### src/rtl/serial_subtractor_pkg.sv
// Shared types for the bit-serial subtractor.
// Latency: n/a (types only).
// Backpressure: n/a (types only).
package serial_sub_pkg;

    // Controller state: IDLE waits for start, BUSY shifts one bit per edge,
    // DONE is the single result-valid cycle that may chain straight into BUSY.
    typedef enum logic [1:0] {
        ST_IDLE = 2'd0,
        ST_BUSY = 2'd1,
        ST_DONE = 2'd2
    } state_t;

endpackage

### src/rtl/serial_subtractor_if.sv
// Operation request / result bundle between a controller and the serial subtractor.
// Latency: n/a (wires only).
// Backpressure: start is only honoured while the subtractor is not busy.
//
// Signals:
//   start, a, b, b_in           controller -> subtractor (request and operands)
//   busy, done, diff, b_out     subtractor -> controller (status and held result)
//   diff_bit, diff_bit_valid    subtractor -> controller (serial result stream, LSB first)
interface serial_subtractor_if #(
    parameter int WIDTH = 8
);
    logic             start;
    logic [WIDTH-1:0] a;
    logic [WIDTH-1:0] b;
    logic             b_in;
    logic             busy;
    logic             done;
    logic [WIDTH-1:0] diff;
    logic             b_out;
    logic             diff_bit;
    logic             diff_bit_valid;

    modport master (
        output start, a, b, b_in,
        input  busy, done, diff, b_out, diff_bit, diff_bit_valid
    );

    modport slave (
        input  start, a, b, b_in,
        output busy, done, diff, b_out, diff_bit, diff_bit_valid
    );
endinterface

### src/rtl/serial_subtractor_cell.sv
// One-bit full subtractor: d = a - b - bin, with borrow out.
// Latency: combinational.
// Backpressure: none.
//
// Ports:
//   i_a, i_b, i_bin  minuend bit, subtrahend bit, borrow in
//   o_d, o_bout      difference bit, borrow out
module serial_sub_cell (
    input  logic i_a,
    input  logic i_b,
    input  logic i_bin,
    output logic o_d,
    output logic o_bout
);
    assign o_d    = i_a ^ i_b ^ i_bin;
    // Borrow when b exceeds a outright, or when they tie and a borrow is pending.
    assign o_bout = (~i_a & i_b) | (~(i_a ^ i_b) & i_bin);
endmodule

### src/rtl/serial_subtractor.sv
// Bit-serial subtractor: diff = a - b - b_in mod 2^WIDTH, one bit per clock, LSB first.
// Latency: WIDTH edges after the start-accept edge; done pulses for one cycle.
// Backpressure: start ignored while busy; start in the done cycle chains the next op.
//
// Ports:
//   clk    rising-edge clock
//   reset  asynchronous active-low reset; aborts any operation in flight
//   bus    serial_subtractor_if slave: start/a/b/b_in in, busy/done/diff/b_out/diff_bit(_valid) out
module serial_subtractor
    import serial_sub_pkg::*;
#(
    parameter int WIDTH = 8
) (
    input  logic                 clk,
    input  logic                 reset,
    serial_subtractor_if.slave   bus
);
    localparam int            CW   = $clog2(WIDTH + 1);
    localparam logic [CW-1:0] LAST = CW'(WIDTH - 1);

    state_t           r_state;
    logic [WIDTH-1:0] r_a_sh;
    logic [WIDTH-1:0] r_b_sh;
    logic [WIDTH-1:0] r_res;
    logic [WIDTH-1:0] r_diff;
    logic [CW-1:0]    r_count;
    logic             r_br;
    logic             r_busy;
    logic             r_done;
    logic             r_b_out;
    logic             r_diff_bit;
    logic             r_diff_bit_valid;

    logic             w_d;
    logic             w_bout;
    logic             w_accept;
    logic [WIDTH-1:0] w_res_next;

    serial_sub_cell u_cell (
        .i_a    (r_a_sh[0]),
        .i_b    (r_b_sh[0]),
        .i_bin  (r_br),
        .o_d    (w_d),
        .o_bout (w_bout)
    );

    // New bit enters at the MSB so that after WIDTH shifts bit 0 sits at the LSB.
    // Written as shift/or so it stays legal when WIDTH is 1.
    assign w_res_next = (r_res >> 1) | (WIDTH'(w_d) << (WIDTH - 1));

    // A start is only taken when no operation is in flight.
    assign w_accept = bus.start && ((r_state == ST_IDLE) || (r_state == ST_DONE));

    always_ff @(posedge clk or negedge reset) begin
        if (!reset) begin
            r_state          <= ST_IDLE;
            r_a_sh           <= '0;
            r_b_sh           <= '0;
            r_res            <= '0;
            r_diff           <= '0;
            r_count          <= '0;
            r_br             <= 1'b0;
            r_busy           <= 1'b0;
            r_done           <= 1'b0;
            r_b_out          <= 1'b0;
            r_diff_bit       <= 1'b0;
            r_diff_bit_valid <= 1'b0;
        end else begin
            case (r_state)
                ST_BUSY: begin
                    r_a_sh           <= r_a_sh >> 1;
                    r_b_sh           <= r_b_sh >> 1;
                    r_res            <= w_res_next;
                    r_br             <= w_bout;
                    r_count          <= r_count + 1'b1;
                    r_diff_bit       <= w_d;
                    r_diff_bit_valid <= 1'b1;
                    if (r_count == LAST) begin
                        // Only this edge updates the held result.
                        r_diff  <= w_res_next;
                        r_b_out <= w_bout;
                        r_done  <= 1'b1;
                        r_busy  <= 1'b0;
                        r_state <= ST_DONE;
                    end
                end
                ST_DONE: begin
                    r_done           <= 1'b0;
                    r_diff_bit_valid <= 1'b0;
                    if (!bus.start) begin
                        r_state <= ST_IDLE;
                    end
                end
                default: begin
                    r_state <= ST_IDLE;
                end
            endcase

            // Load overrides the DONE/IDLE handling above, giving back-to-back issue.
            if (w_accept) begin
                r_a_sh  <= bus.a;
                r_b_sh  <= bus.b;
                r_br    <= bus.b_in;
                r_res   <= '0;
                r_count <= '0;
                r_busy  <= 1'b1;
                r_state <= ST_BUSY;
            end
        end
    end

    assign bus.busy           = r_busy;
    assign bus.done           = r_done;
    assign bus.diff           = r_diff;
    assign bus.b_out          = r_b_out;
    assign bus.diff_bit       = r_diff_bit;
    assign bus.diff_bit_valid = r_diff_bit_valid;

endmodule

### src/flat_wrapper.sv
// flat-port wrapper written by rule: the top's interface ports become plain ports
module serial_subtractor_flat import serial_sub_pkg::*;
#(
    parameter int WIDTH = 8
)
  (clk, reset, bus_start, bus_a, bus_b, bus_b_in, bus_busy, bus_done, bus_diff, bus_b_out, bus_diff_bit, bus_diff_bit_valid);
  serial_subtractor_if #(.WIDTH(WIDTH)) bus_i ();
  input  logic clk;
  input  logic reset;
  input wire logic [$bits(bus_i.start)-1:0] bus_start;
  input wire logic [$bits(bus_i.a)-1:0] bus_a;
  input wire logic [$bits(bus_i.b)-1:0] bus_b;
  input wire logic [$bits(bus_i.b_in)-1:0] bus_b_in;
  output wire logic [$bits(bus_i.busy)-1:0] bus_busy;
  output wire logic [$bits(bus_i.done)-1:0] bus_done;
  output wire logic [$bits(bus_i.diff)-1:0] bus_diff;
  output wire logic [$bits(bus_i.b_out)-1:0] bus_b_out;
  output wire logic [$bits(bus_i.diff_bit)-1:0] bus_diff_bit;
  output wire logic [$bits(bus_i.diff_bit_valid)-1:0] bus_diff_bit_valid;
  assign bus_i.start = bus_start;
  assign bus_i.a = bus_a;
  assign bus_i.b = bus_b;
  assign bus_i.b_in = bus_b_in;
  assign bus_busy = bus_i.busy;
  assign bus_done = bus_i.done;
  assign bus_diff = bus_i.diff;
  assign bus_b_out = bus_i.b_out;
  assign bus_diff_bit = bus_i.diff_bit;
  assign bus_diff_bit_valid = bus_i.diff_bit_valid;
  serial_subtractor #(.WIDTH(WIDTH)) u_core (.clk(clk), .reset(reset), .bus(bus_i));
endmodule
### config.mk
export PLATFORM = sky130hd
export DESIGN_NAME = serial_subtractor_flat
export DESIGN_NICKNAME = d
export VERILOG_FILES = /design/src/rtl/serial_subtractor_pkg.sv /design/src/rtl/serial_subtractor_if.sv /design/src/rtl/serial_subtractor_cell.sv /design/src/rtl/serial_subtractor.sv /design/src/flat_wrapper.sv
export SDC_FILE = /design/constraint.sdc
export NUM_CORES = 1
export LEC_CHECK = 0
export CAP_MARGIN = 20
export CORE_MARGIN = 4
export CORE_UTILIZATION = 47
export DETAILED_ROUTE_END_ITERATION = 10
export GPL_TIMING_DRIVEN = 0
export PLACE_DENSITY = 0.79
export SLEW_MARGIN = 20
export SYNTH_ARGS = -nofsm -noshare
export SYNTH_HDL_FRONTEND = slang
export SYNTH_SLANG_ARGS = --single-unit
### constraint.sdc
create_clock -name clk -period 1.4 [get_ports clk]
set_input_delay 0.21 -clock clk [delete_from_list [all_inputs] [get_ports clk]]
set_output_delay 0.21 -clock clk [all_outputs]
set_load 0.005 [all_outputs]
==> impl_metrics.yaml <==
run_status:
  status: "finished, violations left"
  violations: "negative setup slack"
pwr:
  p_leak_nw: 1.37
  p_per_area_nw_per_um2: 1700
  comb_power_share_pct: 40.7
  internal_power_mw: 2.96
  power.switching_mw: 1.58
  clockPowerShare_pct: 17.4
  seqPwrFrac_pct: 41.9
  switching_share_pct: 34.7
  ir_drop_mv: 1.01
timing:
  clock.fmax_mhz: 702
  skew_ns: 0.00851
  slew_viol_final: 0
  fin_crit_ns: 1.42
  rsz0062_at_grt: "yes"
  final-hold-violation-count: 0
  period_share_pct: 102
  finalWorstSetupSlack_ns: -0.0246
  setup-violations-final: 5
  slew_headroom_pct: 65.0
  tightest_slew_ns: 0.525
  tns_ns: -0.0780
clocking:
  numCtsBuffers: 5
  clockBufferDepth: 2
  cts-root-buf: "clkbuf_8"
  htree_levels: 2
  tritoncts: "yes"
  clk_pin_slew_ns: 0.09
  cts_sinks: 43
  clk_latency_ns: 0.31
final_layout:
  finalNonFillerCells: 274
  n_antenna_cell: 0
  syn_to_final_growth_pct: 36.9
  fin_util_pct: 66.8
  nets: 249
  drive_gt1_share_pct: 23.7
grt:
  grt_max_degree: 24
  grt_overflow: 0
  first_global_vias: 1374
  grt_pass1_wl_um: 6390
  grtUsageTotal_pct: 16.0
  grt_antenna_before_repair: 0
routing:
  drc: 0
  drt_pass1_iterations: 4
  vias_per_cell: 5.08
  wl_met3_um: 139
  met1Wirelength_um: 1760
  avgRoutedWirePerCell_um: 14.2
  drt_wl_total_um: 3900
  vias: 1393
  dr.max_layer_used: "met4"
  drt-initial-drc-count: 54
  dr_wl_met2_um: 1910
  postRouteAntennaNets: 0
placement:
  port_buffers: 32
  hpwl_um: 2590
  routabilityCongestion: 0.753
  placedCellCount: 251
synth:
  yosysUniqueCellTypes: 27
  syn-num-nets: 194
  synth_seq_cells: 43
  yosysWarnings: 0
  yosys_most_used_dff: "dfrtp_1"
  synthArstFlopShare_pct: 100
  synth.avg_cell_area_um2: 11.6
  seq_area_frac_synth_pct: 55.2
  synth_area_um2: 1950
  synth_edf_count: 0
  netlist_instances: 168
worst_setup_path:
  slowest_delay_ns: 0.39
  cp_max_fo: 7
  worst-r2r-cell-count: 5
  critPathBufInv: 2
  worstSetupPathType: "reg2reg"
  worstReg2RegStart: "u_core.r_state[1]$_DFFE_PN0P_"
  cp.arrival_ns: 1.61
  critPathRequiredTime_ns: 1.59
  cp.depth: 5
  ff2ff_setup_slack_ns: -0.02
  timing.rr.end: "u_core.bus.diff[2]$_DFFE_PN0P_"
  cp-end-kind: "register"
  crit_path_start_kind: "register"
  cp_top_family: "flip-flops"
  slowest_stage: "dfrtp_1"
  path_cells: "inv_2 > ha_4 > nand4b_4 > buf_8 > mux2_4"
floorplan:
  dieHeight_um: 72.4
  die_w_um: 72.4
  dieArea_um2: 5240
  num_rows: 23
  initial_core_util_pct: 48.8
  core-area_um2: 4000
  io_pins: 33
hold_path:
  holdCritPathClass: "in2async"
run:
  cap_viol_max_count: 0
-- cells in the final DEF, fill, tap and decap left out, types with 3 or more instances in the layout --
cell type        instances
dfrtp_1                 43
buf_4                   16
mux2_4                   5
o21ai_1                 12
a21oi_1                  4
clkdlybuf4s50_1         22
nand2_1                 26
mux2i_1                 22
o21ai_0                  7
mux2_2                   3
nand3b_1                 3
nor2_1                   9
inv_1                    4
buf_6                    4
clkbuf_8                 5
dlymetal6s2s_1           8
ha_2                     3
-- synth_stat cells (2+ instances only) --
library cell	instances	area share, %
nor2_1	9	1.7
a21oi_1	4	1.0
mux2i_1	22	11
mux2_2	3	1.7
dfrtp_1	43	55
buf_4	3	1.2
inv_1	6	1.2
mux2_4	5	3.8
nand2_1	26	5.0
nand2b_1	2	0.64
nand3b_1	3	1.2
ha_1	5	3.2
buf_2	4	1.0
o21ai_0	20	5.1
-- power by group through the flow --
stage | registers, mW | clock network, mW | logic (mW)
floorplan | 1.88 | 0 | 1.14
global placement | 1.92 | 0 | 1.59
detailed placement | 1.94 | 0 | 1.64
CTS | 1.91 | 0.810 | 1.71
global route | 1.95 | 0.863 | 2.05
finish | 1.90 | 0.790 | 1.85
-- worst reg2reg max path, stage by stage (launching register included) --
cell and delay, ns:
dfrtp_1 0.39, inv_2 0.09, ha_4 0.18, nand4b_4 0.17, buf_8 0.19, mux2_4 0.29
-- registers in the layout, indices dropped and copies added, names as in the netlist, 2 cells and up --
signal and cells:
u_core.r_a_sh 8, u_core.bus.diff 8, u_core.r_state 2, u_core.r_res 7, u_core.r_count 4, u_core.r_b_sh 8
-- per-stage QoR --
stage	power [mW]	setup slack (ns)	area (um^2)	hold WS [ns]
after CTS	4.43	-0.0238	2540	0.414
final	4.54	-0.0246	2670	0.413
after detailed placement	3.58	-0.184	2370	0.216
after floorplan	3.02	-0.00355	1970	-0.0856
after global placement	3.51	-0.985	2350	0.466
after global routing	4.87	-0.0831	2670	0.447
-- final cells by class --
class | count | area (um^2)
Sequential cell | 43 | 1080
Multi-Input combinational cell | 110 | 837
Tap cell | 50 | 62.6
Clock buffer | 5 | 68.8
Inverter | 6 | 22.5
Clock inverter | 3 | 20.0
Buffer | 8 | 76.3
Timing Repair Buffer | 49 | 508
Fill cell | 287 | 1330
-- routing by layer --
layer / vias to the layer above / GRT usage, %
li1: 683 / -
met1: 677 / 21.2
met2: 26 / 24.7
met3: 7 / 3.74
met4: 0 / 7.99
met5: - / 0
-- worst max path at each step --
stage,from,end,slack (ns)
finish,u_core.r_state[1]$_DFFE_PN0P_,u_core.bus.diff[2]$_DFFE_PN0P_,-0.02
global route,u_core.r_state[1]$_DFFE_PN0P_,u_core.bus.diff[2]$_DFFE_PN0P_,-0.08
CTS,u_core.r_state[1]$_DFFE_PN0P_,u_core.r_b_sh[4]$_DFFE_PN0P_,-0.02
detailed placement,bus_start,u_core.r_b_sh[4]$_DFFE_PN0P_,-0.18
global placement,reset,u_core.bus.diff[4]$_DFFE_PN0P_,-0.99
floorplan,u_core.r_state[1]$_DFFE_PN0P_,u_core.bus.diff[2]$_DFFE_PN0P_,-0.004
-- logic make-up (layout without fill, tap and decap cells) --
family | count (synthesis) | after routing | share of synthesized area (%)
XOR/XNOR | 2 | 2 | 0.898
buffers and inverters | 15 | 71 | 4.17
adder cells (fa/ha/maj) | 6 | 6 | 4.23
AND/OR/NAND/NOR | 43 | 43 | 10.4
AO/OA/AOI/OAI | 29 | 29 | 8.28
flip-flops | 43 | 43 | 55.2
multiplexers | 30 | 30 | 16.9
-- what timing repair did --
item                       in CTS  in global routing
hold buffers                    1                  0
pin swaps                       2                  0
hold endpoints to repair       20                  0
gates resized for setup        17                 26
buffers inserted                4                 10
cloned                          1                  0
setup endpoints to repair      36                 44
No activity file was read; power rests on OpenSTA's default activity.
